--- src/rtl/fifo_pkg.sv ---
// Shared FIFO constants and the skid-buffer fill-level encoding.
// Used by the FIFO read-side stream stage and its sub-blocks.
package fifo_pkg;
  localparam int WIDTH = 8;
  localparam int DEPTH = 16;
  localparam int CNT_W = 16;

  typedef enum logic [1:0] {
    OCC_EMPTY = 2'd0,
    OCC_ONE   = 2'd1,
    OCC_FULL  = 2'd2
  } occ_e;
endpackage

--- src/rtl/fifo_rd_stream_if.sv ---
// Valid/ready output stream of the FIFO drain stage.
// The master drives valid and data; the slave drives ready.
interface fifo_rd_stream_if #(
  parameter int WIDTH = fifo_pkg::WIDTH
);
  logic             m_valid;
  logic [WIDTH-1:0] m_data;
  logic             m_ready;

  modport master (
    output m_valid,
    output m_data,
    input  m_ready
  );

  modport slave (
    input  m_valid,
    input  m_data,
    output m_ready
  );
endinterface

--- src/rtl/fifo_rd_stream_skid_buf2.sv ---
// Two-entry circular skid buffer with 1-bit head/tail pointers.
// Fill level is a small state machine: EMPTY, ONE, FULL.
module skid_buf2
  import fifo_pkg::*;
#(
  parameter int WIDTH = fifo_pkg::WIDTH
) (
  input  logic             clk,
  input  logic             rst,
  input  logic             clear,
  input  logic             push,
  input  logic             pop,
  input  logic [WIDTH-1:0] din,
  output logic [WIDTH-1:0] dout,
  output logic [1:0]       occ
);

  occ_e             state_q;
  occ_e             state_d;
  logic [WIDTH-1:0] mem [2];
  logic             head;
  logic             tail;

  always_ff @(posedge clk) begin
    if (rst) begin
      state_q <= OCC_EMPTY;
      head    <= 1'b0;
      tail    <= 1'b0;
      mem[0]  <= '0;
      mem[1]  <= '0;
    end else if (clear) begin
      state_q <= OCC_EMPTY;
      head    <= 1'b0;
      tail    <= 1'b0;
    end else begin
      state_q <= state_d;
      if (push) begin
        mem[tail] <= din;
        tail      <= ~tail;
      end
      if (pop) begin
        head <= ~head;
      end
    end
  end

  always_comb begin
    state_d = state_q;
    unique case (state_q)
      OCC_EMPTY: begin
        if (push) state_d = OCC_ONE;
      end
      OCC_ONE: begin
        if (push && !pop)      state_d = OCC_FULL;
        else if (!push && pop) state_d = OCC_EMPTY;
      end
      OCC_FULL: begin
        if (pop && !push) state_d = OCC_ONE;
      end
      default: state_d = OCC_EMPTY;
    endcase
  end

  // The issue rule upstream must keep these from ever happening.
  always_ff @(posedge clk) begin
    if (!rst) begin
      assert (!(push && state_q == OCC_FULL));
      assert (!(pop && state_q == OCC_EMPTY));
    end
  end

  assign dout = mem[head];
  assign occ  = state_q;

endmodule

--- src/rtl/fifo_rd_stream.sv ---
// FIFO drain stage: turns the registered FIFO read port into a
// valid/ready stream through a 2-entry skid buffer.
module fifo_rd_stream
  import fifo_pkg::*;
#(
  parameter int WIDTH = fifo_pkg::WIDTH,
  parameter int CNT_W = fifo_pkg::CNT_W
) (
  input  logic               clk,
  input  logic               rst,
  input  logic               clear,
  input  logic               fifo_empty,
  input  logic [WIDTH-1:0]   fifo_data,
  output logic               fifo_rd_en,
  fifo_rd_stream_if.master   m,
  output logic [CNT_W-1:0]   beat_count,
  output logic [1:0]         occupancy
);

  logic       pend;
  logic       pop;
  logic       push;
  logic [2:0] fill;

  assign pop  = m.m_valid && m.m_ready;
  assign push = pend;

  // Words held plus in flight, net of this cycle's pop.
  assign fill = {1'b0, occupancy} + {2'b00, pend} - {2'b00, pop};

  assign fifo_rd_en = !rst && !clear && !fifo_empty && (fill < 3'd2);

  always_ff @(posedge clk) begin
    if (rst) begin
      pend       <= 1'b0;
      beat_count <= '0;
    end else begin
      pend <= fifo_rd_en;
      if (pop) begin
        beat_count <= beat_count + 1'b1;
      end
    end
  end

  skid_buf2 #(
    .WIDTH (WIDTH)
  ) u_buf (
    .clk   (clk),
    .rst   (rst),
    .clear (clear),
    .push  (push),
    .pop   (pop),
    .din   (fifo_data),
    .dout  (m.m_data),
    .occ   (occupancy)
  );

  assign m.m_valid = (occupancy != 2'd0);

endmodule

--- src/flat_wrapper.sv ---
// flat-port wrapper written by rule: the top's interface ports become plain ports
module fifo_rd_stream_flat import fifo_pkg::*;
#(
  parameter int WIDTH = fifo_pkg::WIDTH,
  parameter int CNT_W = fifo_pkg::CNT_W
)
  (clk, rst, clear, fifo_empty, fifo_data, fifo_rd_en, beat_count, occupancy, m_m_valid, m_m_data, m_m_ready);
  fifo_rd_stream_if #(.WIDTH(WIDTH)) m_i ();
  input  logic clk;
  input  logic rst;
  input  logic clear;
  input  logic fifo_empty;
  input  logic [WIDTH-1:0] fifo_data;
  output logic fifo_rd_en;
  output logic [CNT_W-1:0] beat_count;
  output logic [1:0] occupancy;
  output wire logic [$bits(m_i.m_valid)-1:0] m_m_valid;
  output wire logic [$bits(m_i.m_data)-1:0] m_m_data;
  input wire logic [$bits(m_i.m_ready)-1:0] m_m_ready;
  assign m_m_valid = m_i.m_valid;
  assign m_m_data = m_i.m_data;
  assign m_i.m_ready = m_m_ready;
  fifo_rd_stream #(.WIDTH(WIDTH), .CNT_W(CNT_W)) u_core (.clk(clk), .rst(rst), .clear(clear), .fifo_empty(fifo_empty), .fifo_data(fifo_data), .fifo_rd_en(fifo_rd_en), .m(m_i), .beat_count(beat_count), .occupancy(occupancy));
endmodule
--- config.mk ---
export PLATFORM = sky130hd
export DESIGN_NAME = fifo_rd_stream_flat
export DESIGN_NICKNAME = d
export VERILOG_FILES = /design/src/rtl/fifo_pkg.sv /design/src/rtl/fifo_rd_stream_if.sv /design/src/rtl/fifo_rd_stream_skid_buf2.sv /design/src/rtl/fifo_rd_stream.sv /design/src/flat_wrapper.sv
export SDC_FILE = /design/constraint.sdc
export NUM_CORES = 1
export LEC_CHECK = 0
export BUFFER_PORTS_ARGS = -buffer_cell sky130_fd_sc_hd__buf_2
export CORE_ASPECT_RATIO = 0.9
export CORE_MARGIN = 2
export CORE_UTILIZATION = 53
export CTS_CLUSTER_DIAMETER = 200
export DETAILED_ROUTE_END_ITERATION = 8
export PLACE_DENSITY = 0.78
export SYNTH_ARGS = -nofsm -noshare
export SYNTH_HDL_FRONTEND = slang
export SYNTH_HIERARCHICAL = 1
export SYNTH_SLANG_ARGS = --single-unit
--- constraint.sdc ---
create_clock -name clk -period 3.3 [get_ports clk]
set_clock_uncertainty 0.2 [all_clocks]
set_input_delay 0.33 -clock clk [delete_from_list [all_inputs] [get_ports clk]]
set_output_delay 0.33 -clock clk [all_outputs]
set_load 0.05 [all_outputs]
**Word-level counts from Yosys, hierarchy flattened**

Memory sizes are Yosys's and may differ from the RTL's. A register that Yosys moved wholly into a read port is not among the register bits.
Cells that the tools add are included.

- Logic and storage cells: 49
- Output and inout port bits: 28
- Memories: 1
- Bits in registers: 21
- RAM bits: 16

- Mux-type cells: 16
- Eq/ne operators: 5
- Reduce and logical (&&, ||, !) cells: 16
- $add $sub $neg: 3
- Bitwise operators: 2
- $lt $le $gt $ge: 1

Memories:

| name | depth | bits a word | rd ports | clocked after Yosys merged registers in | wr ports | line | text |
|---|---|---|---|---|---|---|---|
| u_core.u_buf.mem | 2 | 8 | 1 | 1 | 2 | fifo_rd_stream_skid_buf2.sv:20 | `logic [WIDTH-1:0] mem [2];` |

Operators by type and width:

| kind | count |
|---|---|
| 16-bit by 1-bit adder with 16-bit output, second input constant | 1 |
| 1-bit two-way mux | 10 |
| 2-bit two-way mux | 4 |
| 8-bit two-way mux | 1 |
| 8-bit OR reduction | 1 |
| 1-bit logical AND | 6 |
| 2-bit case mux with 3 select lines | 1 |
| 1-bit zero test | 5 |
| 2-bit by 1-bit adder with 3-bit output | 1 |
| 3-bit by 2-bit less-than comparator with 1-bit output, second input constant | 1 |
| 3-bit inequality test, second input constant | 1 |
| 3-bit AND reduction | 1 |
| 3-bit by 1-bit subtractor with 3-bit output | 1 |
| 2-bit by 1-bit == test with 1-bit output, second input constant | 1 |
| 2-bit == test, second input constant | 1 |
| 2-bit zero test | 1 |
| 2-bit by 1-bit inequality test with 1-bit output, second input constant | 1 |
| 2-bit inequality test, second input constant | 1 |
| 1-bit inverter | 2 |
| 2-bit nonzero test | 1 |
| 2-bit OR reduction | 1 |

**Logic depth before layout (Yosys ltp)**

- Word-level depth: 6
- Depth in mapped cells: 6
- Gate-level depth less buffers: 6

**Hierarchy**

Netlist, hierarchy kept.

By module, submodules not included:

| module | instances | cells an instance | area each (um2) |
|---|---|---|---|
| skid_buf2 | 1 | 68 | 954.7 |
| fifo_rd_stream | 1 | 93 | 874.6 |

**Worst setup path after synthesis**

Ideal clock, no wire load.

- Path kind: register to output
- From: register u_core.u_buf.state_q[1], in the netlist u_core/u_buf/occ[1]
- To: output port fifo_rd_en
- Path slack: -0.912 ns
- Arrival: 3.682 ns
- Path buffers: 0
- Cell stages (with the launch flop): 7
- Cells stage by stage: dfxtp_1 > o21a_1 > ha_1 > nand2b_1 > fa_1 > nand2b_1 > nor4_1

- Cells in the longest elaborated chain, start to end: 5
- Elaborated cells on any way between the ends: 6

RTL lines:

| element | line | text |
|---|---|---|
| start, declared | fifo_rd_stream_skid_buf2.sv:18 | `occ_e state_q;` |
| start signal, assigned | fifo_rd_stream_skid_buf2.sv:36 | `state_q <= state_d;` |
| 2-bit nonzero test | fifo_rd_stream.sv:58 | `assign m.m_valid = (occupancy != 2'd0);` |
| 1-bit logical AND | fifo_rd_stream.sv:25 | `assign pop = m.m_valid && m.m_ready;` |
| via u_core.pop | fifo_rd_stream.sv:21 | `logic pop;` |
| 3-bit by 1-bit subtractor with 3-bit output | fifo_rd_stream.sv:29 | `assign fill = {1'b0, occupancy} + {2'b00, pend} - {2'b00, pop};` |
| 3-bit by 2-bit less-than comparator with 1-bit output | fifo_rd_stream.sv:31 | `assign fifo_rd_en = !rst && !clear && !fifo_empty && (fill < 3'd2);` |
| 1-bit logical AND | fifo_rd_stream.sv:31 |  |
| end, declared | flat_wrapper.sv:14 | `output logic fifo_rd_en;` |

The timed path passes the listed nets, and every way through them passes these cells.

**Worst setup path after layout**

Same ends and word-level chain as after synthesis.

==> results.ini <==
[power]
peakVddDrop_uv = 224
power-per-cell-area_nw_per_um2 = 396
cellLeakagePower_uw = 0.000903

[synth]
edff_count_synth = 16
synth-async-reset-ratio = 0
synth_top_cell_by_area = sky130_fd_sc_hd__edfxtp_1
net_count_after_synthesis = 179
postSynthAreaPerCell_um2 = 11.4
yosysTopAreaCellShare = 0.263
syn_inst = 161
synthesized_cell_area_um2 = 1830
synth_seq_area_share = 0.503
ys_ff_latch = 38
synth.lib_cells_used.distinct = 40
synth-warning-count = 6
synth.top_cells.by_area = sky130_fd_sc_hd__edfxtp_1 (26%), sky130_fd_sc_hd__dfxtp_1 (24%), sky130_fd_sc_hd__mux2_2 (5.5%)
synth-main-ff-cell = sky130_fd_sc_hd__dfxtp_1

[clock_tree]
ctsRootBufferMaster = sky130_fd_sc_hd__clkbuf_8
tritoncts = yes
hold_buf_cts = 0
clock_latency_ps = 280
cts_htree_levels = 2
clock_path_buffers = 2
clock_pin_slew_on_the_worst_setup_and_hold_paths_ps = 70
post_cts_resize_count = 0
cts_buffers = 5
post_cts.repair.setup_buffers = 0
clkSinkCount = 38

[sta]
whs_ps = 56.9
worst_pin_slew_ps = 587
fmaxAchievable_ghz = 0.334
layout_worst_path_cycle_share = 0.906
fin_setup_tns_ps = 0
final-hold-violation-count = 0
period_minus_slack_ps = 2990
slew_violations = 0
final_setup_violation_count = 0
unrepaired_setup_endpoints_after_global_routing = false
slew-limit-headroom = 0.609

[floorplan]
die_y_um = 59.7
fp.dieW_um = 65.9
std_cell_core_area_um2 = 3330
pin_count = 41
start_util = 0.550
std_cell_rows = 20
dieArea_um2 = 3940

[detailed_routing]
drt_iter0_drc = 38
final_antenna_net_count = 0
routed-via-count = 1297
detail_route.vias_per_cell = 5.19
routed_wire_length_per_instance_um = 13.1
detail_route.wirelength_um = 3270
route.detailed.drc = 0
first_pass_iters = 4

[grt]
largest_net_degree_at_the_start_of_global_routing = 32
initial_antenna_violation_count = 0
grt_pass1_vias = 1254
grtUsageTotal = 0.188
globalRoute.totalOverflow = 0
grt_first_pass_wirelength_um = 5490

[finish]
fin_util = 0.653
num-fill-cells = 276
area_growth_syn_to_layout_pct = 18.8
layout.cells.most_common_list = sky130_fd_sc_hd__buf_2 (40), sky130_fd_sc_hd__dfxtp_1 (20), sky130_fd_sc_hd__nor2_1 (17), sky130_fd_sc_hd__and2_1 (16), sky130_fd_sc_hd__edfxtp_1 (16)
drive_above_1_share = 0.335
final_nets = 223
diodes = 0
layout_commonest_cell = sky130_fd_sc_hd__buf_2
multi_input_comb_area_um2 = 887
layout.area.seq_um2 = 923

[placed_design]
gp_routability_congestion = 0.793
placement.io_buffers = 40
detailedPlacementHpwl_um = 2440

[setup_path]
largest_fanout_on_the_critical_path = 12
critical_path_required_ps = 2770
worst_r2r_path_depth = 6
startpoint_class_of_the_critical_path = register
endpoint_kind = primary output
worst_ep_arrival_time_ps = 2460
crit_type = reg -> out

[status]
outcome = completed

[flow_run]
drv_cap = 0

[worst_hold_path]
holdCritPathClass = in -> reg
hold_depth = 2

[metal layers]
metal | global-route usage | part of all wire | vias up
met3 | 0.0508 | 0.048 | 4
met4 | 0.0804 | 0.0095 | 0
met1 | 0.215 | 0.41 | 616
li1 | - | - | 651
met5 | 0 | 0 | -
met2 | 0.332 | 0.53 | 26
[critical path, stage by stage, from the launching register on]
cell and delay, ps:
sky130_fd_sc_hd__dfxtp_2 490, sky130_fd_sc_hd__o21a_1 190, sky130_fd_sc_hd__ha_1 230, sky130_fd_sc_hd__nand2b_1 170, sky130_fd_sc_hd__fa_1 500, sky130_fd_sc_hd__nand2b_1 100
sky130_fd_sc_hd__nor4_4 200, sky130_fd_sc_hd__buf_2 290
[power breakdown]
group	leakage (uW)	switching [uW]	internal (uW)
logic	0.000516	44.7	20.6
registers	0.000344	4.47	498
clock network	0.0000426	147	145
total	0.000903	196	663
[cell usage after synthesis (5+ instances only)]
cell type                  count
sky130_fd_sc_hd__and2_1       16
sky130_fd_sc_hd__mux2_2        9
sky130_fd_sc_hd__xnor2_1       9
sky130_fd_sc_hd__nor2_1       17
sky130_fd_sc_hd__edfxtp_1     16
sky130_fd_sc_hd__dfxtp_1      22
sky130_fd_sc_hd__nor3_1        7
sky130_fd_sc_hd__nor4_1        5
sky130_fd_sc_hd__nand2_1       6
[final cells by class]
class                      instances  share of cell area
sequential                        38               0.425
tap                               44              0.0253
timing repair buffer              41              0.0956
multi-input combinational        114               0.408
clock inverter                     2             0.00403
inverter                           5             0.00864
clock buffer                       6              0.0334
[stage by stage]
stage | setup slack [ps] | power, uW | instances | instance area [um2]
4_1_cts | 278 | 869 | 250 | 2170
3_3_place_gp | 719 | 576 | 242 | 2090
6_report | 309 | 860 | 250 | 2170
2_1_floorplan | 246 | 558 | 161 | 1850
5_1_grt | 176 | 898 | 250 | 2170
3_5_place_dp | 598 | 579 | 242 | 2090
[sequential cells by signal, summed over array words and instances (netlist names), named ones only]
register,flops
u_core/u_buf/head,1
u_core/pend,1
u_core/u_buf/occ,2
u_core/u_buf/tail,1
u_core/u_buf/mem,16
u_core/beat_count,16
[path summary, 6_finish.rpt]
path / startpoint / end / slack, ps
worst min-delay path: fifo_empty / u_core/pend / 60
worst max-delay path: u_core/u_buf/occ[1] / fifo_rd_en / 310
worst max register to register: u_core/u_buf/occ[1] / u_core/pend / 1110
worst min register to register: u_core/beat_count[15] / u_core/beat_count[15] / 360
[cells by family (layout without fill, tap and decap cells)]
logic type | Yosys count | in the layout | share of synthesized area
DFF | 38 | 38 | 0.503
muxes | 13 | 13 | 0.0793
xor gates and xnor gates | 13 | 13 | 0.0622
buffers and inverters | 9 | 54 | 0.0198
adders and majority gates | 5 | 5 | 0.0383
and+or+nand+nor | 74 | 74 | 0.250
AOI/OAI and AO/OA | 9 | 9 | 0.0472
(Power assumes the default switching activity.)
